**config.mk**
```make
export PLATFORM = sky130hd
export DESIGN_NAME = rle_stream_encoder_flat
export DESIGN_NICKNAME = d
export VERILOG_FILES = /design/src/rtl/rle_stream_encoder_if.sv /design/src/rtl/rle_stream_encoder.sv /design/src/flat_wrapper.sv
export SDC_FILE = /design/constraint.sdc
export NUM_CORES = 1
export LEC_CHECK = 0
export CAP_MARGIN = 20
export CORE_ASPECT_RATIO = 0.6
export CORE_UTILIZATION = 50
export CTS_BUF_LIST = sky130_fd_sc_hd__clkbuf_4
export DETAILED_ROUTE_END_ITERATION = 6
export PLACE_DENSITY_LB_ADDON = 0.12
export SETUP_SLACK_MARGIN = 0.1
export SLEW_MARGIN = 20
export SYNTH_ARGS = -nofsm -noshare
export SYNTH_HDL_FRONTEND = slang
export SYNTH_SLANG_ARGS = --single-unit
```
**constraint.sdc**
```tcl
create_clock -name clk -period 2.2 [get_ports clk]
set_input_delay 0.44 -clock clk [delete_from_list [all_inputs] [get_ports clk]]
set_output_delay 0.44 -clock clk [all_outputs]
set_load 0.05 [all_outputs]
```
**src/rtl/rle_stream_encoder_if.sv**
```systemverilog
`default_nettype none
// +----------------------------------------------------------------------+
// | Module  : rle_stream_encoder_if                                      |
// | Brief   : Coefficient-in / symbol-out handshake bundle for the RLE.  |
// | Revision: 1.0                                                        |
// +----------------------------------------------------------------------+
interface rle_stream_encoder_if #(
  parameter int COEF_W = 11
);
  logic [COEF_W-1:0] in_coef;
  logic              in_valid;
  logic              in_ready;
  logic [3+COEF_W:0] out_sym;
  logic              out_dc;
  logic              out_last;
  logic              out_valid;
  logic              out_ready;

  // master: the environment feeding coefficients and sinking symbols
  modport master (
    output in_coef, in_valid, out_ready,
    input  in_ready, out_sym, out_dc, out_last, out_valid
  );

  // slave: the encoder itself
  modport slave (
    input  in_coef, in_valid, out_ready,
    output in_ready, out_sym, out_dc, out_last, out_valid
  );
endinterface
`default_nettype wire

```
**src/rtl/rle_stream_encoder.sv**
```systemverilog
`default_nettype none
// +----------------------------------------------------------------------+
// | Module  : rle_stream_encoder                                         |
// | Brief   : JPEG-style (run, value) encoder for zig-zag coefficients.  |
// | Revision: 1.0                                                        |
// +----------------------------------------------------------------------+
module rle_stream_encoder #(
  parameter  int COEF_W    = 11,
  parameter  int BLOCK_LEN = 64,
  localparam int IDX_W     = $clog2(BLOCK_LEN)
) (
  input wire                  clk,
  input wire                  reset,
  rle_stream_encoder_if.slave bus
);

  localparam int                RUN_EXT_W   = IDX_W + 5;
  localparam logic [IDX_W-1:0]  c_LAST_IDX  = IDX_W'(BLOCK_LEN - 1);
  localparam logic [IDX_W-1:0]  c_ONE       = IDX_W'(1);
  localparam logic [IDX_W-1:0]  c_IDX_ZERO  = '0;
  localparam logic [RUN_EXT_W-1:0] c_ZRL_RUN = RUN_EXT_W'(16);
  localparam logic [COEF_W-1:0] c_ZERO_COEF = '0;
  localparam logic [3+COEF_W:0] c_ZRL_SYM   = {4'hF, c_ZERO_COEF};
  localparam logic [3+COEF_W:0] c_EOB_SYM   = {4'h0, c_ZERO_COEF};

  typedef enum logic [0:0] {
    ST_ACCEPT = 1'b0,
    ST_ZRL    = 1'b1
  } state_t;

  state_t            r_state;
  logic [IDX_W-1:0]  r_idx;
  logic [IDX_W-1:0]  r_run;
  logic [COEF_W-1:0] r_hold;
  logic              r_hold_last;
  logic [3+COEF_W:0] r_sym;
  logic              r_dc;
  logic              r_last;
  logic              r_valid;

  logic                 w_free;
  logic                 w_accept;
  logic                 w_is_dc;
  logic                 w_is_last;
  logic                 w_coef_zero;
  logic                 w_run_ge16;
  logic [RUN_EXT_W-1:0] w_run_ext;
  logic [IDX_W-1:0]     w_run_minus16;
  logic [3:0]           w_run_nib;

  assign w_free        = !r_valid || bus.out_ready;
  assign bus.in_ready  = (r_state == ST_ACCEPT) && w_free;
  assign w_accept      = bus.in_valid && bus.in_ready;
  assign w_is_dc       = (r_idx == c_IDX_ZERO);
  assign w_is_last     = (r_idx == c_LAST_IDX);
  assign w_coef_zero   = (bus.in_coef == c_ZERO_COEF);

  // Widened run so the >=16 test and the 4-bit run field are legal for tiny blocks too
  assign w_run_ext     = {5'b00000, r_run};
  assign w_run_ge16    = (w_run_ext >= c_ZRL_RUN);
  assign w_run_minus16 = r_run - c_ZRL_RUN[IDX_W-1:0];
  assign w_run_nib     = w_run_ext[3:0];

  assign bus.out_sym   = r_sym;
  assign bus.out_dc    = r_dc;
  assign bus.out_last  = r_last;
  assign bus.out_valid = r_valid;

  always_ff @(posedge clk or posedge reset) begin
    if (reset) begin
      r_state     <= ST_ACCEPT;
      r_idx       <= '0;
      r_run       <= '0;
      r_hold      <= '0;
      r_hold_last <= 1'b0;
      r_sym       <= '0;
      r_dc        <= 1'b0;
      r_last      <= 1'b0;
      r_valid     <= 1'b0;
    end else begin
      // A transferred word retires unless a new symbol overwrites it below
      if (w_free) begin
        r_valid <= 1'b0;
      end

      case (r_state)
        ST_ACCEPT: begin
          if (w_accept) begin
            r_idx <= r_idx + c_ONE;
            if (w_is_dc) begin
              r_sym   <= {4'h0, bus.in_coef};
              r_dc    <= 1'b1;
              r_last  <= 1'b0;
              r_valid <= 1'b1;
              r_run   <= '0;
            end else if (w_coef_zero) begin
              if (w_is_last) begin
                r_sym   <= c_EOB_SYM;
                r_dc    <= 1'b0;
                r_last  <= 1'b1;
                r_valid <= 1'b1;
                r_run   <= '0;
              end else begin
                r_run <= r_run + c_ONE;
              end
            end else if (!w_run_ge16) begin
              r_sym   <= {w_run_nib, bus.in_coef};
              r_dc    <= 1'b0;
              r_last  <= w_is_last;
              r_valid <= 1'b1;
              r_run   <= '0;
            end else begin
              // Park the nonzero value while the run is drained in chunks of 16
              r_sym       <= c_ZRL_SYM;
              r_dc        <= 1'b0;
              r_last      <= 1'b0;
              r_valid     <= 1'b1;
              r_run       <= w_run_minus16;
              r_hold      <= bus.in_coef;
              r_hold_last <= w_is_last;
              r_state     <= ST_ZRL;
            end
          end
        end

        ST_ZRL: begin
          if (w_free) begin
            if (w_run_ge16) begin
              r_sym   <= c_ZRL_SYM;
              r_dc    <= 1'b0;
              r_last  <= 1'b0;
              r_valid <= 1'b1;
              r_run   <= w_run_minus16;
            end else begin
              r_sym   <= {w_run_nib, r_hold};
              r_dc    <= 1'b0;
              r_last  <= r_hold_last;
              r_valid <= 1'b1;
              r_run   <= '0;
              r_state <= ST_ACCEPT;
            end
          end
        end

        default: begin
          r_state <= ST_ACCEPT;
        end
      endcase
    end
  end

endmodule
`default_nettype wire

```
**src/flat_wrapper.sv**
```systemverilog
// flat-port wrapper written by rule: the top's interface ports become plain ports
module rle_stream_encoder_flat 
#(
  parameter  int COEF_W    = 11,
  parameter  int BLOCK_LEN = 64,
  localparam int IDX_W     = $clog2(BLOCK_LEN)
)
  (clk, reset, bus_in_coef, bus_in_valid, bus_out_ready, bus_in_ready, bus_out_sym, bus_out_dc, bus_out_last, bus_out_valid);
  rle_stream_encoder_if #(.COEF_W(COEF_W)) bus_i ();
  input wire clk;
  input wire reset;
  input wire logic [$bits(bus_i.in_coef)-1:0] bus_in_coef;
  input wire logic [$bits(bus_i.in_valid)-1:0] bus_in_valid;
  input wire logic [$bits(bus_i.out_ready)-1:0] bus_out_ready;
  output wire logic [$bits(bus_i.in_ready)-1:0] bus_in_ready;
  output wire logic [$bits(bus_i.out_sym)-1:0] bus_out_sym;
  output wire logic [$bits(bus_i.out_dc)-1:0] bus_out_dc;
  output wire logic [$bits(bus_i.out_last)-1:0] bus_out_last;
  output wire logic [$bits(bus_i.out_valid)-1:0] bus_out_valid;
  assign bus_i.in_coef = bus_in_coef;
  assign bus_i.in_valid = bus_in_valid;
  assign bus_i.out_ready = bus_out_ready;
  assign bus_in_ready = bus_i.in_ready;
  assign bus_out_sym = bus_i.out_sym;
  assign bus_out_dc = bus_i.out_dc;
  assign bus_out_last = bus_i.out_last;
  assign bus_out_valid = bus_i.out_valid;
  rle_stream_encoder #(.COEF_W(COEF_W), .BLOCK_LEN(BLOCK_LEN)) u_core (.clk(clk), .reset(reset), .bus(bus_i));
endmodule
```
==> results of run 1 <==
==> placed cells by master (no fill, tap or decap), types with 2 or more instances in the layout <==
master / netlist / final
a211oi_1: 3 / 3
a21oi_1: 7 / 7
a22oi_1: 11 / 11
a41oi_1: 2 / 2
buf_12: 0 / 2
buf_4: 0 / 18
clkbuf_4: 0 / 5
clkdlybuf4s50_1: 0 / 32
dfrtp_1: 43 / 43
ha_1: 3 / 3
inv_1: 5 / 5
mux2_2: 12 / 12
nand2_1: 25 / 25
nand3_1: 6 / 6
nand4_1: 2 / 2
nor2_1: 14 / 14
nor3_1: 7 / 7
o21ai_0: 9 / 9
o21ai_1: 4 / 4
o21ai_2: 13 / 13
xnor2_1: 3 / 3
xor2_1: 3 / 3
==> how the worst max path moves through the flow <==
stage | slack [ns] | from | endpoint | depth (start not counted)
2_1_floorplan | 0.27 | u_core.bus.out_valid | u_core.r_hold[10] | 6
3_3_place_gp | -0.05 | bus_in_coef[8] | u_core.r_run[5] | 7
3_5_place_dp | -0.08 | bus_in_coef[8] | u_core.r_run[5] | 7
4_1_cts | 0.18 | u_core.bus.out_dc | bus_out_dc | 1
5_1_grt | 0.13 | u_core.bus.out_last | bus_out_last | 1
6_report | 0.20 | u_core.bus.out_dc | bus_out_dc | 1
==> cell families (layout without fill, tap and decap cells) <==
family	count (synthesis)	count (layout)
AO/OA/AOI/OAI	56	56
XOR/XNOR	6	6
adder cells (fa/ha/maj)	3	3
multiplexers	13	13
AND/OR/NAND/NOR	63	63
flip-flops	43	43
buffers and inverters	15	65
==> state kept, by name, summed over array words and instances (netlist names) <==
signal                count
u_core.r_hold            11
u_core.r_hold_last        1
u_core.r_idx              6
u_core.bus.out_valid      1
u_core.r_run              6
u_core.bus.out_last       1
u_core.r_state            1
u_core.bus.out_sym       15
u_core.bus.out_dc         1
==> layer usage <==
metal	part of all wire	track usage
met1	0.51	0.344
met2	0.43	0.365
met3	0.051	0.0567
met4	0.0087	0.0861
met5	0	0
==> cell type report <==
class	instances	area share
Sequential cell	43	0.400
Multi-Input combinational cell	141	0.355
Timing Repair Buffer	52	0.184
Tap cell	57	0.0265
Clock inverter	3	0.0144
Clock buffer	5	0.0139
Inverter	5	0.00697
==> Yosys cell counts, drive strengths merged <==
master / instances
a22oi: 11
a21o: 2
o31ai: 1
a21oi: 7
nand4: 2
nor4: 3
xnor2: 3
nor3: 7
ha: 3
nand3: 7
a31oi: 1
o21ai: 26
buf: 4
nand2: 25
nand2b: 1
a41oi: 2
a211oi: 3
clkbuf: 6
a2bb2oi: 1
inv: 5
o41ai: 1
nor2: 14
a32o: 1
dfrtp: 43
xor2: 3
and3: 2
nor2b: 1
mux2i: 1
or2: 1
mux2: 12
==> metrics by stage <==
step                      cell area (µm²)  total power, mW   util  setup TNS (ns)
after global placement               2620             3.06  0.680          -0.541
after detailed placement             2620             3.14  0.680           -1.12
after global routing                 2690             3.84  0.699               0
after floorplan                      2110             2.53      -               0
after CTS                            2690             3.63  0.699               0
final                                2690             3.62  0.699               0
==> power breakdown <==
| group | switching (mW) | internal, mW |
|---|---|---|
| registers | 0.220 | 1.08 |
| logic | 1.12 | 0.703 |
| clock network | 0.261 | 0.234 |
| total | 1.60 | 2.02 |
==> results.md, run 1 <==
- Fill cell count: 299
- ANT cells: 0
- Post-Syn Area: 2110 µm²
- Largest family of logic cells by synthesized area: compound AO/OA/AOI/OAI gates
- Final Hold Vio Count: 0
- RD Place Congestion: 0.930
- Max Slew Vio Count: 0
- H-tree depth: 2
- Vias in the first global route: 1603
- Vias: 1670
- Num CTS Buffers: 5
- Via density per instance: 5.46
- Worst Path Buf+Inv: 1
- Critical path required time: 1.76 ns
- Total grt overflow: 0
- RSZ-0062 raised after global routing: no
- CP Launch Type: register
- Wire per inst: 15.4 µm
- Core Region: 3850 µm²
- Setup crit end kind: output pin
- Worst slew margin: 0.620
- Power Density: 1350 nW/µm²
- Largest net degree at the start of global routing: 44
- Syn_nets: 217
- CTS root buf: clkbuf_4
- Post-CTS Setup Inserts: 0
- Site row count: 17
- Final nets: 266
- Initial antenna violation count: 0
- Worst hold start: u_core.bus.out_sym[6]
- Sequential area share after synthesis: 0.510
- Crit Path Category: reg2out
- DR pass1 iterations: 4
- Worst setup margin: 0.199 ns
- Die area: 4490 µm²
- Cell count after synthesis: 199
- Area Growth Syn to Fin: 27.6%
- Multi-input gate area: 955 µm²
- Crit path time final: 2.00 ns
- Clock Skew: 0.0129 ns
- # hold bufs at CTS: 0
- CTS resizes: 0
- Setup violators final: 0
- Compound-Gate Fraction of Synth Area: 0.196
- R2R setup slack: 0.44 ns
- Hold WC Path Type: reg2reg
- ANT nets after route: 0
- Number of max-cap violations: 0
- Bufs on Longest Clock Path: 2
- Pre-CTS WS: -0.0844 ns
- Post-synthesis simple-gate area fraction: 0.145
- Post-synthesis mux area share: 0.0688
- Die W: 85.9 µm
- Final period utilization: 0.910
- Post-synth top area share: 0.510
- Reg clk slew, reported paths: 0.13 ns
- Num ports: 34
- Reg-to-Reg Start: u_core.r_idx[0]
- Post-Synth XOR/XNOR Area: 0.0249
- Worst hold path depth: 2
- Total Routing Usage GR: 0.242
- Peak supply drop: 618 µV
- # DRC: 0
- Syn Area/Cell: 10.6 µm²
- Slowest stage cell, crit path: clkdlybuf4s50_1
- Initial Util: 0.548
- Global-route wire length before repair: 7.94 mm
- CP max stage delay: 0.81 ns
- CTS tree: done
- Synth area leader: dfrtp_1
- Clk sink count: 43
- R2R Path End: u_core.bus.out_sym[2]
- Cell variety after synth: 38
- Die Ht: 52.3 µm
- Largest cells by area after synthesis: dfrtp_1 (51%), mux2_2 (6.4%), o21ai_2 (5.4%)
- Finished Layout Cells: 306
- Final wirelength: 4.71 mm
- Ys Warns: 0
- Worst-margin pin slew: 0.566 ns
- CP Max Fanout: 2
- Input/output buffers: 33
- Crit path max-delay family: buffers and inverters
- Clk Latency, worst-skew pair: 0.35 ns
- CP Cell Sequence: clkdlybuf4s50_1
- Seq cells post-synth: 43
- End of the worst hold path: u_core.bus.out_sym[6]
- Worst path arrival time: 1.56 ns
- Storage cell area: 1080 µm²
- Lkg Pwr: 1.17 nW
- Status: finished clean
- R2R cell count: 7
- Half-perimeter wire length after detailed placement: 3.49 mm
- Post-synthesis adder-cell area fraction: 0.0178
- Fraction of layout cells with a size suffix above 1: 0.237
- Worst hold slack: 0.496 ns
- Placed Cells: 298
- Fmax achieved: 0.500 GHz
- Initial DRC Count: 75
Power figures use the tool's default switching activity.
==> inputs of run 2 (changes only) <==
--- a/config.mk
+++ b/config.mk
@@ -6,9 +6,11 @@
 export NUM_CORES = 1
 export LEC_CHECK = 0
 export CAP_MARGIN = 20
+export CELL_PAD_IN_SITES_DETAIL_PLACEMENT = 0
+export CELL_PAD_IN_SITES_GLOBAL_PLACEMENT = 2
 export CORE_ASPECT_RATIO = 0.6
-export CORE_UTILIZATION = 50
-export CTS_BUF_LIST = sky130_fd_sc_hd__clkbuf_4
+export CORE_UTILIZATION = 34
+export CTS_BUF_LIST = sky130_fd_sc_hd__clkbuf_16
 export DETAILED_ROUTE_END_ITERATION = 6
 export PLACE_DENSITY_LB_ADDON = 0.12
 export SETUP_SLACK_MARGIN = 0.1
==> run 2 against run 1 <==
Worst setup slack got worse by 0.014 ns; first-iteration DRC count increased by 63%; via count increased by 0.48%; cell area increased by 6.7%; largest cell class unchanged.
==> results.md, run 2 (same netlist as run 1, synthesis figures left out) <==
- Number of max-cap violations: 0
- Worst hold start: u_core.bus.out_sym[6]
- Leading cell type in the layout, fill and taps excluded: dfrtp_1
- Num CTS Buffers: 5
- Crit Path Category: in2reg
- Half-perimeter wire length after detailed placement: 3.86 mm
- Status: finished clean
- RSZ-0062 raised after global routing: no
- Most frequent cells in the layout: dfrtp_1 (43), clkdlybuf4s50_1 (29), buf_4 (27)
- RD Place Congestion: 0.826
- R2R Path End: u_core.bus.out_dc
- # hold bufs at CTS: 0
- Die Ht: 63.0 µm
- Final Util: 0.497
- Final period utilization: 0.916
- Fraction of layout cells with a size suffix above 1: 0.262
- Initial antenna violation count: 0
- Global-route wire length before repair: 8.63 mm
- Power Density: 1330 nW/µm²
- Worst hold path depth: 2
- Critical path required time: 2.36 ns
- Via density per instance: 4.99
- Setup violators final: 0
- Clock Skew: 0.00432 ns
- Top Metal Used: met4
- CTS tree: done
- Post-DP Area: 2710 µm²
- Vias in the first global route: 1636
- Max Slew Vio Count: 0
- Final nets: 275
- R2R cell count: 6
- Initial Util: 0.365
- # DRC: 0
- Reg clk slew, reported paths: 0.05 ns
- Area Growth Syn to Fin: 36.1%
- CP Launch Type: input port
- Clk sink count: 43
- H-tree depth: 2
- Met3 WL: 297 µm
- DR pass1 iterations: 4
- Vias: 1678
- Wire per inst: 15.1 µm
- Die area: 6540 µm²
- Fmax achieved: 0.496 GHz
- Crit path time final: 2.02 ns
- Peak supply drop: 467 µV
- Worst-margin pin slew: 0.638 ns
- Total grt overflow: 0
- ANT cells: 0
- Initial DRC Count: 122
- Lkg Pwr: 1.27 nW
- CTS root buf: clkbuf_16
- Reg-to-Reg Start: u_core.r_idx[0]
- Num ports: 34
- Worst slew margin: 0.573
- Worst hold slack: 0.476 ns
- Met2 WL: 2.04 mm
- Final Hold Vio Count: 0
- Bufs on Longest Clock Path: 2
- Largest net degree at the start of global routing: 44
- Number of flip-flops in the largest register: 15
- Final wirelength: 5.08 mm
- Setup crit end kind: register
- Input/output buffers: 33
- Site row count: 21
- Worst path arrival time: 2.18 ns
- R2R setup slack: 0.34 ns
- Total Routing Usage GR: 0.170
- CP Max Fanout: 7
- End of the worst hold path: u_core.bus.out_sym[6]
- Post-route design area: 2870 µm²
- Die W: 104 µm
- Hold WC Path Type: reg2reg
- ANT nets after route: 0
- Clk Latency, worst-skew pair: 0.28 ns
- Core Region: 5780 µm²
- Metal-1 WL: 2.72 mm
- Setup_tns: 0 ns
run 2: cell types whose count changed in the layout (fill, tap and decap cells not counted):
cell and delta:
nor4_1 -1, dlymetal6s2s_1 +3, buf_4 +9, nor4_2 -1
clkinv_1 -1, clkbuf_16 +5, clkbuf_4 -5, bufinv_16 -1
clkinv_2 -1, nor4_4 +2, clkdlybuf4s50_1 -3, inv_1 +1
run 2: report_power, final:
| part | switching, mW | internal [mW] | total, mW |
|---|---|---|---|
| clock | 0.264 | 0.403 | 0.667 |
| sequential | 0.186 | 1.09 | 1.28 |
| combinational | 1.16 | 0.726 | 1.88 |
run 2: area by class of cell:
type	instances	area, µm²
clock buffers	5	125
clock inverters	1	3.75
fillers	534	2910
inverters	5	18.8
multi-input cells	141	978
flip-flops and latches	43	1080
well taps	80	100
repair buffers	61	571
run 2: repair_timing:
item                                    in CTS  in global routing
endpoints found under the setup margin      20                 23
resized for setup                            2                  4
pin swaps                                    0                  3
buffers inserted                             0                  0
run 2: routing by layer:
metal  vias to the layer above  track usage
li1                        832            -
met1                       802        0.262
met2                        42        0.230
met3                         2       0.0448
met4                         0       0.0482
met5                         -            0
run 2: metrics by stage:
stage,instances,setup WS [ns],power (mW)
CTS,336,0.103,3.86
global route,336,0.109,4.06
finish,336,0.185,3.83
floorplan,199,0.267,2.53
global placement,330,-0.254,3.12
detailed placement,330,-0.236,3.17
run 2: how the worst max path moves through the flow:
| stage | startpoint | end | slack [ns] | cells past startpoint |
|---|---|---|---|---|
| floorplan | u_core.bus.out_valid | u_core.r_hold[10] | 0.27 | 6 |
| global placement | bus_in_coef[8] | u_core.r_run[0] | -0.25 | 8 |
| detailed placement | bus_in_coef[8] | u_core.r_run[0] | -0.24 | 8 |
| CTS | bus_in_coef[8] | u_core.bus.out_dc | 0.10 | 7 |
| global route | bus_in_coef[10] | u_core.r_run[5] | 0.11 | 7 |
| finish | bus_in_coef[10] | u_core.r_run[5] | 0.18 | 7 |
run 2: critical path, stage by stage:
cell and delay [ns]:
clkdlybuf4s50_1 0.47, nor4_4 0.30, nand3_2 0.15, buf_4 0.19, a21o_2 0.24, a21o_1 0.19, a32o_1 0.20
==> inputs of run 3 (changes only) <==
--- a/config.mk
+++ b/config.mk
@@ -14,6 +14,7 @@
 export DETAILED_ROUTE_END_ITERATION = 6
 export PLACE_DENSITY_LB_ADDON = 0.12
 export SETUP_SLACK_MARGIN = 0.1
+export SKIP_LAST_GASP = 1
 export SLEW_MARGIN = 20
 export SYNTH_ARGS = -nofsm -noshare
 export SYNTH_HDL_FRONTEND = slang
==> results of run 3 <==
Final layout, timing and power as in run 2 (identical DEF).
